==> src/rtl/hex_mul_seq_ctrl_if.sv <==
// Front-end side of the multiply sequencer: start/busy/done handshake, operands and result.
// The abort wire exists only when HEX_MUL_SEQ_CTRL_ABORT_EN is defined.
interface hex_mul_seq_ctrl_if #(
    parameter int ACC_W = 16
);
    logic             start;
    logic [7:0]       op_a;
    logic [7:0]       op_b;
    logic             busy;
    logic             done;
    logic [ACC_W-1:0] result;
`ifdef HEX_MUL_SEQ_CTRL_ABORT_EN
    logic             abort;

    modport master (output start, op_a, op_b, abort, input busy, done, result);
    modport slave  (input start, op_a, op_b, abort, output busy, done, result);
`else
    modport master (output start, op_a, op_b, input busy, done, result);
    modport slave  (input start, op_a, op_b, output busy, done, result);
`endif
endinterface

==> src/rtl/hex_mul_seq_ctrl.sv <==
// Sequences one 8x8 unsigned multiply as four nibble passes over a shared registered 4x4 multiplier.
// Defining HEX_MUL_SEQ_CTRL_ABORT_EN adds an abort input that cancels a running sequence.
//
// state  | meaning
// IDLE   | waiting for start, multiplier parked at code 000
// C1..C4 | one partial-product pass each, nibble pair driven to the multiplier
// DRAIN  | MUL_LAT cycles waiting for the last product; exit edge writes result
module hex_mul_seq_ctrl #(
    parameter int MUL_LAT = 1,
    parameter int ACC_W   = 16
) (
    input  logic              clk,
    input  logic              rst,
    hex_mul_seq_ctrl_if.slave host,
    output logic [2:0]        mul_state,
    output logic [3:0]        mul_in_1,
    output logic [3:0]        mul_in_2,
    input  logic [15:0]       mul_out
);
    typedef enum logic [2:0] {
        S_IDLE,
        S_C1,
        S_C2,
        S_C3,
        S_C4,
        S_DRAIN
    } state_t;

    localparam logic [1:0] DRAIN_LOAD = 2'(MUL_LAT - 1);

    state_t             state_q;
    state_t             state_d;
    logic [7:0]         a_q;
    logic [7:0]         b_q;
    logic [ACC_W-1:0]   acc_q;
    logic [MUL_LAT-1:0] tap_q;
    logic [1:0]         drain_cnt_q;
    logic               accept;
    logic               finish;
    logic               abort_req;
    logic               in_compute;
    logic [2:0]         mul_state_d;
    logic [3:0]         mul_in_1_d;
    logic [3:0]         mul_in_2_d;

`ifdef HEX_MUL_SEQ_CTRL_ABORT_EN
    assign abort_req = host.abort && (state_q != S_IDLE);
`else
    assign abort_req = 1'b0;
`endif

    assign in_compute = (state_q == S_C1) || (state_q == S_C2) ||
                        (state_q == S_C3) || (state_q == S_C4);

    always_ff @(posedge clk or posedge rst) begin
        if (rst) begin
            state_q <= S_IDLE;
        end else begin
            state_q <= state_d;
        end
    end

    always_comb begin
        state_d     = state_q;
        accept      = 1'b0;
        finish      = 1'b0;
        mul_state_d = 3'b000;
        mul_in_1_d  = 4'h0;
        mul_in_2_d  = 4'h0;

        case (state_q)
            S_IDLE: begin
                if (host.start) begin
                    state_d = S_C1;
                    accept  = 1'b1;
                end
            end
            S_C1:    state_d = S_C2;
            S_C2:    state_d = S_C3;
            S_C3:    state_d = S_C4;
            S_C4:    state_d = S_DRAIN;
            S_DRAIN: begin
                if (drain_cnt_q == 2'd0) begin
                    state_d = S_IDLE;
                    finish  = 1'b1;
                end
            end
            default: state_d = S_IDLE;
        endcase

        // abort overrides everything, including the result edge
        if (abort_req) begin
            state_d = S_IDLE;
            finish  = 1'b0;
        end

        // C1 is only reached from the accept edge, so it takes the live operands
        case (state_d)
            S_C1: begin
                mul_state_d = 3'b001;
                mul_in_1_d  = host.op_a[3:0];
                mul_in_2_d  = host.op_b[3:0];
            end
            S_C2: begin
                mul_state_d = 3'b010;
                mul_in_1_d  = a_q[7:4];
                mul_in_2_d  = b_q[3:0];
            end
            S_C3: begin
                mul_state_d = 3'b011;
                mul_in_1_d  = a_q[3:0];
                mul_in_2_d  = b_q[7:4];
            end
            S_C4: begin
                mul_state_d = 3'b100;
                mul_in_1_d  = a_q[7:4];
                mul_in_2_d  = b_q[7:4];
            end
            default: begin
                mul_state_d = 3'b000;
                mul_in_1_d  = 4'h0;
                mul_in_2_d  = 4'h0;
            end
        endcase
    end

    always_ff @(posedge clk or posedge rst) begin
        if (rst) begin
            a_q         <= 8'h00;
            b_q         <= 8'h00;
            acc_q       <= '0;
            tap_q       <= '0;
            drain_cnt_q <= 2'd0;
            mul_state   <= 3'b000;
            mul_in_1    <= 4'h0;
            mul_in_2    <= 4'h0;
            host.busy   <= 1'b0;
            host.done   <= 1'b0;
            host.result <= '0;
        end else begin
            if (accept) begin
                a_q <= host.op_a;
                b_q <= host.op_b;
            end

            mul_state <= mul_state_d;
            mul_in_1  <= mul_in_1_d;
            mul_in_2  <= mul_in_2_d;

            if (state_q == S_C4) begin
                drain_cnt_q <= DRAIN_LOAD;
            end else if ((state_q == S_DRAIN) && (drain_cnt_q != 2'd0)) begin
                drain_cnt_q <= drain_cnt_q - 2'd1;
            end

            // tap marks the cycles where mul_out carries a pass result
            if (abort_req) begin
                tap_q <= '0;
            end else begin
                tap_q[0] <= in_compute;
                for (int i = 1; i < MUL_LAT; i++) begin
                    tap_q[i] <= tap_q[i-1];
                end
            end

            if (accept || abort_req) begin
                acc_q <= '0;
            end else if (tap_q[MUL_LAT-1]) begin
                acc_q <= acc_q + ACC_W'(mul_out);
            end

            if (accept) begin
                host.busy <= 1'b1;
            end else if (finish || abort_req) begin
                host.busy <= 1'b0;
            end

            host.done <= finish;

            if (finish) begin
                host.result <= acc_q + ACC_W'(mul_out);
            end
        end
    end
endmodule

==> src/flat_wrapper.sv <==
// flat-port wrapper written by rule: the top's interface ports become plain ports
module hex_mul_seq_ctrl_flat 
#(
    parameter int MUL_LAT = 1,
    parameter int ACC_W   = 16
)
  (clk, rst, mul_state, mul_in_1, mul_in_2, mul_out, host_start, host_op_a, host_op_b, host_busy, host_done, host_result);
  hex_mul_seq_ctrl_if #(.ACC_W(ACC_W)) host_i ();
  input  logic clk;
  input  logic rst;
  output logic [2:0] mul_state;
  output logic [3:0] mul_in_1;
  output logic [3:0] mul_in_2;
  input  logic [15:0] mul_out;
  input wire logic [$bits(host_i.start)-1:0] host_start;
  input wire logic [$bits(host_i.op_a)-1:0] host_op_a;
  input wire logic [$bits(host_i.op_b)-1:0] host_op_b;
  output wire logic [$bits(host_i.busy)-1:0] host_busy;
  output wire logic [$bits(host_i.done)-1:0] host_done;
  output wire logic [$bits(host_i.result)-1:0] host_result;
  assign host_i.start = host_start;
  assign host_i.op_a = host_op_a;
  assign host_i.op_b = host_op_b;
  assign host_busy = host_i.busy;
  assign host_done = host_i.done;
  assign host_result = host_i.result;
  hex_mul_seq_ctrl #(.MUL_LAT(MUL_LAT), .ACC_W(ACC_W)) u_core (.clk(clk), .rst(rst), .host(host_i), .mul_state(mul_state), .mul_in_1(mul_in_1), .mul_in_2(mul_in_2), .mul_out(mul_out));
endmodule
==> config.mk <==
export PLATFORM = sky130hd
export DESIGN_NAME = hex_mul_seq_ctrl_flat
export DESIGN_NICKNAME = d
export VERILOG_FILES = /design/src/rtl/hex_mul_seq_ctrl_if.sv /design/src/rtl/hex_mul_seq_ctrl.sv /design/src/flat_wrapper.sv
export SDC_FILE = /design/constraint.sdc
export NUM_CORES = 1
export LEC_CHECK = 0
export BUFFER_PORTS_ARGS = -buffer_cell sky130_fd_sc_hd__buf_2
export CELL_PAD_IN_SITES_DETAIL_PLACEMENT = 1
export CELL_PAD_IN_SITES_GLOBAL_PLACEMENT = 1
export CORE_MARGIN = 5
export CORE_UTILIZATION = 42
export CTS_CLUSTER_DIAMETER = 120
export DETAILED_ROUTE_END_ITERATION = 16
export PLACE_DENSITY_LB_ADDON = 0.3
export SYNTH_ARGS = -nofsm -noshare
export SYNTH_HDL_FRONTEND = slang
export SYNTH_SLANG_ARGS = --single-unit
==> constraint.sdc <==
create_clock -name clk -period 2.8 [get_ports clk]
set_clock_uncertainty 0.15 [all_clocks]
set_input_delay 0.14 -clock clk [delete_from_list [all_inputs] [get_ports clk]]
set_output_delay 0.14 -clock clk [all_outputs]
set_load 0.01 [all_outputs]
# Yosys cells after proc, flatten, opt, wreduce, memory -nomap -nowiden
# Index checks and enable logic that the tools add are counted.
dict set report classes {
  addsub 2
  reduce_logical 12
  eq_ne 9
  n_mux 16
}
# op n
set ops {}
lappend ops {{2-to-1 mux 16 bit} 2}
lappend ops {{case mux 4 bit (3 select lines)} 2}
lappend ops {{case mux 3 bit (6 select lines)} 1}
lappend ops {{adder 16 bit} 1}
lappend ops {{equality test 3 x 2 -> 1 bit (second input constant)} 4}
lappend ops {{case mux 3 bit (4 select lines)} 1}
lappend ops {{equality test 3 bit (second input constant)} 3}
lappend ops {{nonzero test 2 bit} 4}
lappend ops {{equality test 3 x 1 -> 1 bit (second input constant)} 2}
lappend ops {{2-to-1 mux 1 bit} 6}
lappend ops {{2-to-1 mux 3 bit} 2}
lappend ops {{2-to-1 mux 2 bit} 2}
lappend ops {{OR reduction 2 bit} 2}
lappend ops {{zero test 3 bit} 1}
lappend ops {{logical OR 1 bit} 3}
lappend ops {{zero test 2 bit} 1}
lappend ops {{subtractor 2 x 1 -> 2 bit (second input constant)} 1}
lappend ops {{logical AND 1 bit} 1}
dict set report word_totals {
  ff_bits 67
  inputBits 35
  out_inout_bits 29
}

# Longest topological paths before layout
dict set report logic_depth {
  word_depth 6
  ltp_mapped 8
  mapped_depth_nobuf 8
}

# Least setup slack after synthesis
# No wires, ideal clock.
dict set report synth_timing {
  kind {register to register}
  start {register u_core.acc_q[0]}
  end {register u_core.host.result[14]}
  stages_incl_launch_ff 8
  path_slack_ps 366
  path_buffers 0
  arrival_time_ps 2164
  setup_time_ps 120
  required_time_ps 2530
  cell_sequence {dfrtp_1 -> ha_1 -> fa_1 -> a21o_1 -> a221oi_4 -> nor3_1 -> or4_4 -> a31o_1}
}
dict set report synth_between {
  elab_chain_len 1
}
# element line_no
set synth_rtl {}
lappend synth_rtl {{from (decl)} hex_mul_seq_ctrl.sv:35} ;# logic [ACC_W-1:0] acc_q;
lappend synth_rtl {{from (signal assigned)} hex_mul_seq_ctrl.sv:169} ;# acc_q <= acc_q + ACC_W'(mul_out);
lappend synth_rtl {{adder 16 bit} hex_mul_seq_ctrl.sv:181} ;# host.result <= acc_q + ACC_W'(mul_out);
lappend synth_rtl {{to (signal assigned)} hex_mul_seq_ctrl.sv:181}
lappend synth_rtl {{to (decl)} hex_mul_seq_ctrl_if.sv:19} ;# modport slave (input start, op_a, op_b, output busy, done, result);
# Every way passes these cells.
# A chain may end at the register's enable or synchronous reset.

# Final worst setup path
# Ends and elaborated chain as after synthesis.

==> results.yml <==
logic_synthesis:
  synth_cell_types: 44
  syn-mean-instance-area_um2: 9.69
  syn_inst: 346
  synthesis.yosys.warnings: 0
  mappedNetlistNets: 398
  synthDominantCellAreaShare: 0.500
  synth_async_sr_flop_share: 1.00
  syn_area_um2: 3350
  synth_top_flop_cell: "dfrtp_1"
  netlist_top_cells_area: "dfrtp_1 50%, nand2_1 10%, ha_1 6.0%"
  cell_type_contributing_the_most_total_cell_area_after_synthesis: "dfrtp_1"
  synth_seq_area_share: 0.500
  ys_seq_elements: 67
  most_common_cell_in_the_synthesized_netlist: "nand2_1"
  synth_edf_count: 0
  netlist_top_cells_count: "93 x nand2_1, 67 x dfrtp_1, 19 x nor2_1"
final_layout:
  final_design_area_no_fill_um2: 4180
  design.final.nets: 485
  area_delta_synth_final_pct: 24.8
  n_antenna_cell: 0
  share_of_post_route_cells_with_drive_strength_above_1: 0.237
pwr:
  static-leakage-power_uw: 0.00213
  irDropWorstVdd_mv: 0.407
  power.density_nw_per_um2: 1160
worst_setup_path:
  r2r.worst_path.cells: 7
  startpoint_type: "register"
  crit_type: "register to register"
  end_of_the_worst_register_to_register_path: "u_core.host.result[14]"
  ff2ff_setup_slack_ns: 0.13
  setup.worst_path.end_class: "register"
  regToRegStartpoint: "u_core.acc_q[0]"
  worstPathArrival_ns: 2.75
  crit_path_max_fanout: 4
  critPathRequiredTime_ns: 2.88
detailed_routing:
  avgRoutedWirePerCell_um: 17.0
  drtPass1Iterations: 4
  ant_nets: 0
  route.detailed.drc: 0
  finalWirelength_um: 9190
  drt_first_iter_violations: 72
  detail_route.vias_per_cell: 5.29
  vias: 2859
sta:
  achievable-frequency_ghz: 0.375
  final_setup_violating_endpoints: 0
  unrepaired_setup_endpoints_after_global_routing: "no"
  worst_slew_pin_slew_ns: 0.865
  fin_crit_ns: 2.67
  tns_ns: 0
  setup_ws_ns: 0.130
  timing.max_slew.rel_slack: 0.424
  period_share: 0.954
  finalHoldViolCount: 0
  final-max-slew-violation-count: 0
cts:
  clock_path_buffers: 2
  numClockSinks: 67
  clock_tree.root_cell: "clkbuf_8"
  clock_tree.htree_level_count: 3
  clock_latency_ns: 0.35
  cts_tree: "done"
  tritoncts.num_buffers: 9
  clk_transition_reported_paths_ns: 0.08
place:
  place_hpwl_um: 6550
  placedInstanceArea_um2: 3800
  dp_worst_setup_slack_ns: 0.142
  final_replace_weighted_congestion: 0.894
  place.port_buffers: 63
global_route:
  grt_pass1_vias: 3110
  overflow: 0
  grt_antenna_before_repair: 0
  gr-usage-all-layers: 0.199
  grt_pass1_wl_um: 15400
  grt_start_max_net_pins: 68
floorplan:
  dieArea_um2: 9870
  die_h_um: 99.3
  floorplan.rows: 32
  die_w_um: 99.3
  start_util: 0.432
  core_area_um2: 7770
  design.portCount: 64
worst_hold_path:
  min_to: "u_core.host.result[15]"
  hold_class: "input port to register"
  timing.hold.worst_path_depth: 4
  worstHoldStart: "mul_out[15]"
run:
  max_cap_viol_count: 0
run_status:
  outcome: "finished, final reports clean"
[cells by family after synthesis]
| kind of cell | synth area share |
|---|---|
| AO/OA/AOI/OAI | 0.133 |
| XOR/XNOR | 0.0314 |
| adder cells (fa/ha/maj) | 0.0657 |
| buffers and inverters | 0.0261 |
| flip-flops | 0.500 |
| multiplexers | 0.0467 |
| AND/OR/NAND/NOR | 0.197 |
[what timing repair did]
action / CTS / global route
endpoints found under the hold margin: 92 / 0
setup buffers: 0 / 0
hold buffers: 18 / 0
gates resized for setup: 0 / 0
[worst max-delay path: stages (launching register included)]
cell      delay (ns)
dfrtp_1         0.39
ha_1            0.22
fa_1            0.42
a21o_1          0.22
a221oi_4        0.34
nor3_1          0.13
or4_4           0.45
a31o_1          0.23
[layout by cell type, fill, tap and decap left out, drive strengths merged, types with 5 or more instances in the layout]
cell,n
a21oi,16
a22oi,8
buf,71
clkbuf,9
dfrtp,67
dlygate4sd3,18
ha,16
inv,9
mux2,5
mux2i,10
nand2,93
nand3,8
nor2,19
nor2b,5
o21ai,15
xnor2,8
[per-stage QoR]
stage               power, µW  cells   util  hold WS, ns
floorplan                3280    346      -       0.0954
global placement         3870    506  0.490        0.180
detailed placement       4020    506  0.490        0.185
CTS                      4890    540  0.539       0.0377
global route             5240    540  0.539       0.0692
finish                   4850    540  0.539       0.0516
[flip-flops by register name (all words and copies together), names as in the netlist]
register / flops
u_core.host.busy: 1
u_core.host.done: 1
u_core.mul_state: 3
u_core.acc_q: 16
u_core.b_q: 8
u_core.state_q: 3
u_core.tap_q: 1
u_core.mul_in_1: 4
u_core.host.result: 16
u_core.a_q: 8
u_core.drain_cnt_q: 2
u_core.mul_in_2: 4
[worst max-delay path by stage]
stage / start / to / cells past startpoint
2_1_floorplan: u_core.acc_q[0] / u_core.host.result[14] / 7
3_3_place_gp: u_core.acc_q[0] / u_core.host.result[14] / 7
3_5_place_dp: u_core.acc_q[0] / u_core.host.result[14] / 7
4_1_cts: u_core.acc_q[0] / u_core.host.result[14] / 7
5_1_grt: u_core.acc_q[0] / u_core.host.result[14] / 7
6_report: u_core.acc_q[0] / u_core.host.result[14] / 7
[metal layers]
layer	routed length (µm)	track usage
met5	0	0
met4	180	0.0840
met3	349	0.0351
met2	4860	0.354
met1	3800	0.234
[where the power goes]
| part | internal, µW | leakage [µW] | switching (µW) |
|---|---|---|---|
| clock network | 415 | 0.0000958 | 408 |
| logic | 985 | 0.00120 | 1380 |
| registers | 1410 | 0.000833 | 248 |
[final cells by class]
cell class / count / area [µm²]
fillers: 912 / 3580
inverters: 8 / 30.0
clock buffers: 9 / 124
multi-input cells: 258 / 1590
well taps: 102 / 128
flip-flops and latches: 67 / 1680
repair buffers: 89 / 556
clock inverters: 7 / 76.3
(Power assumes the default switching activity.)
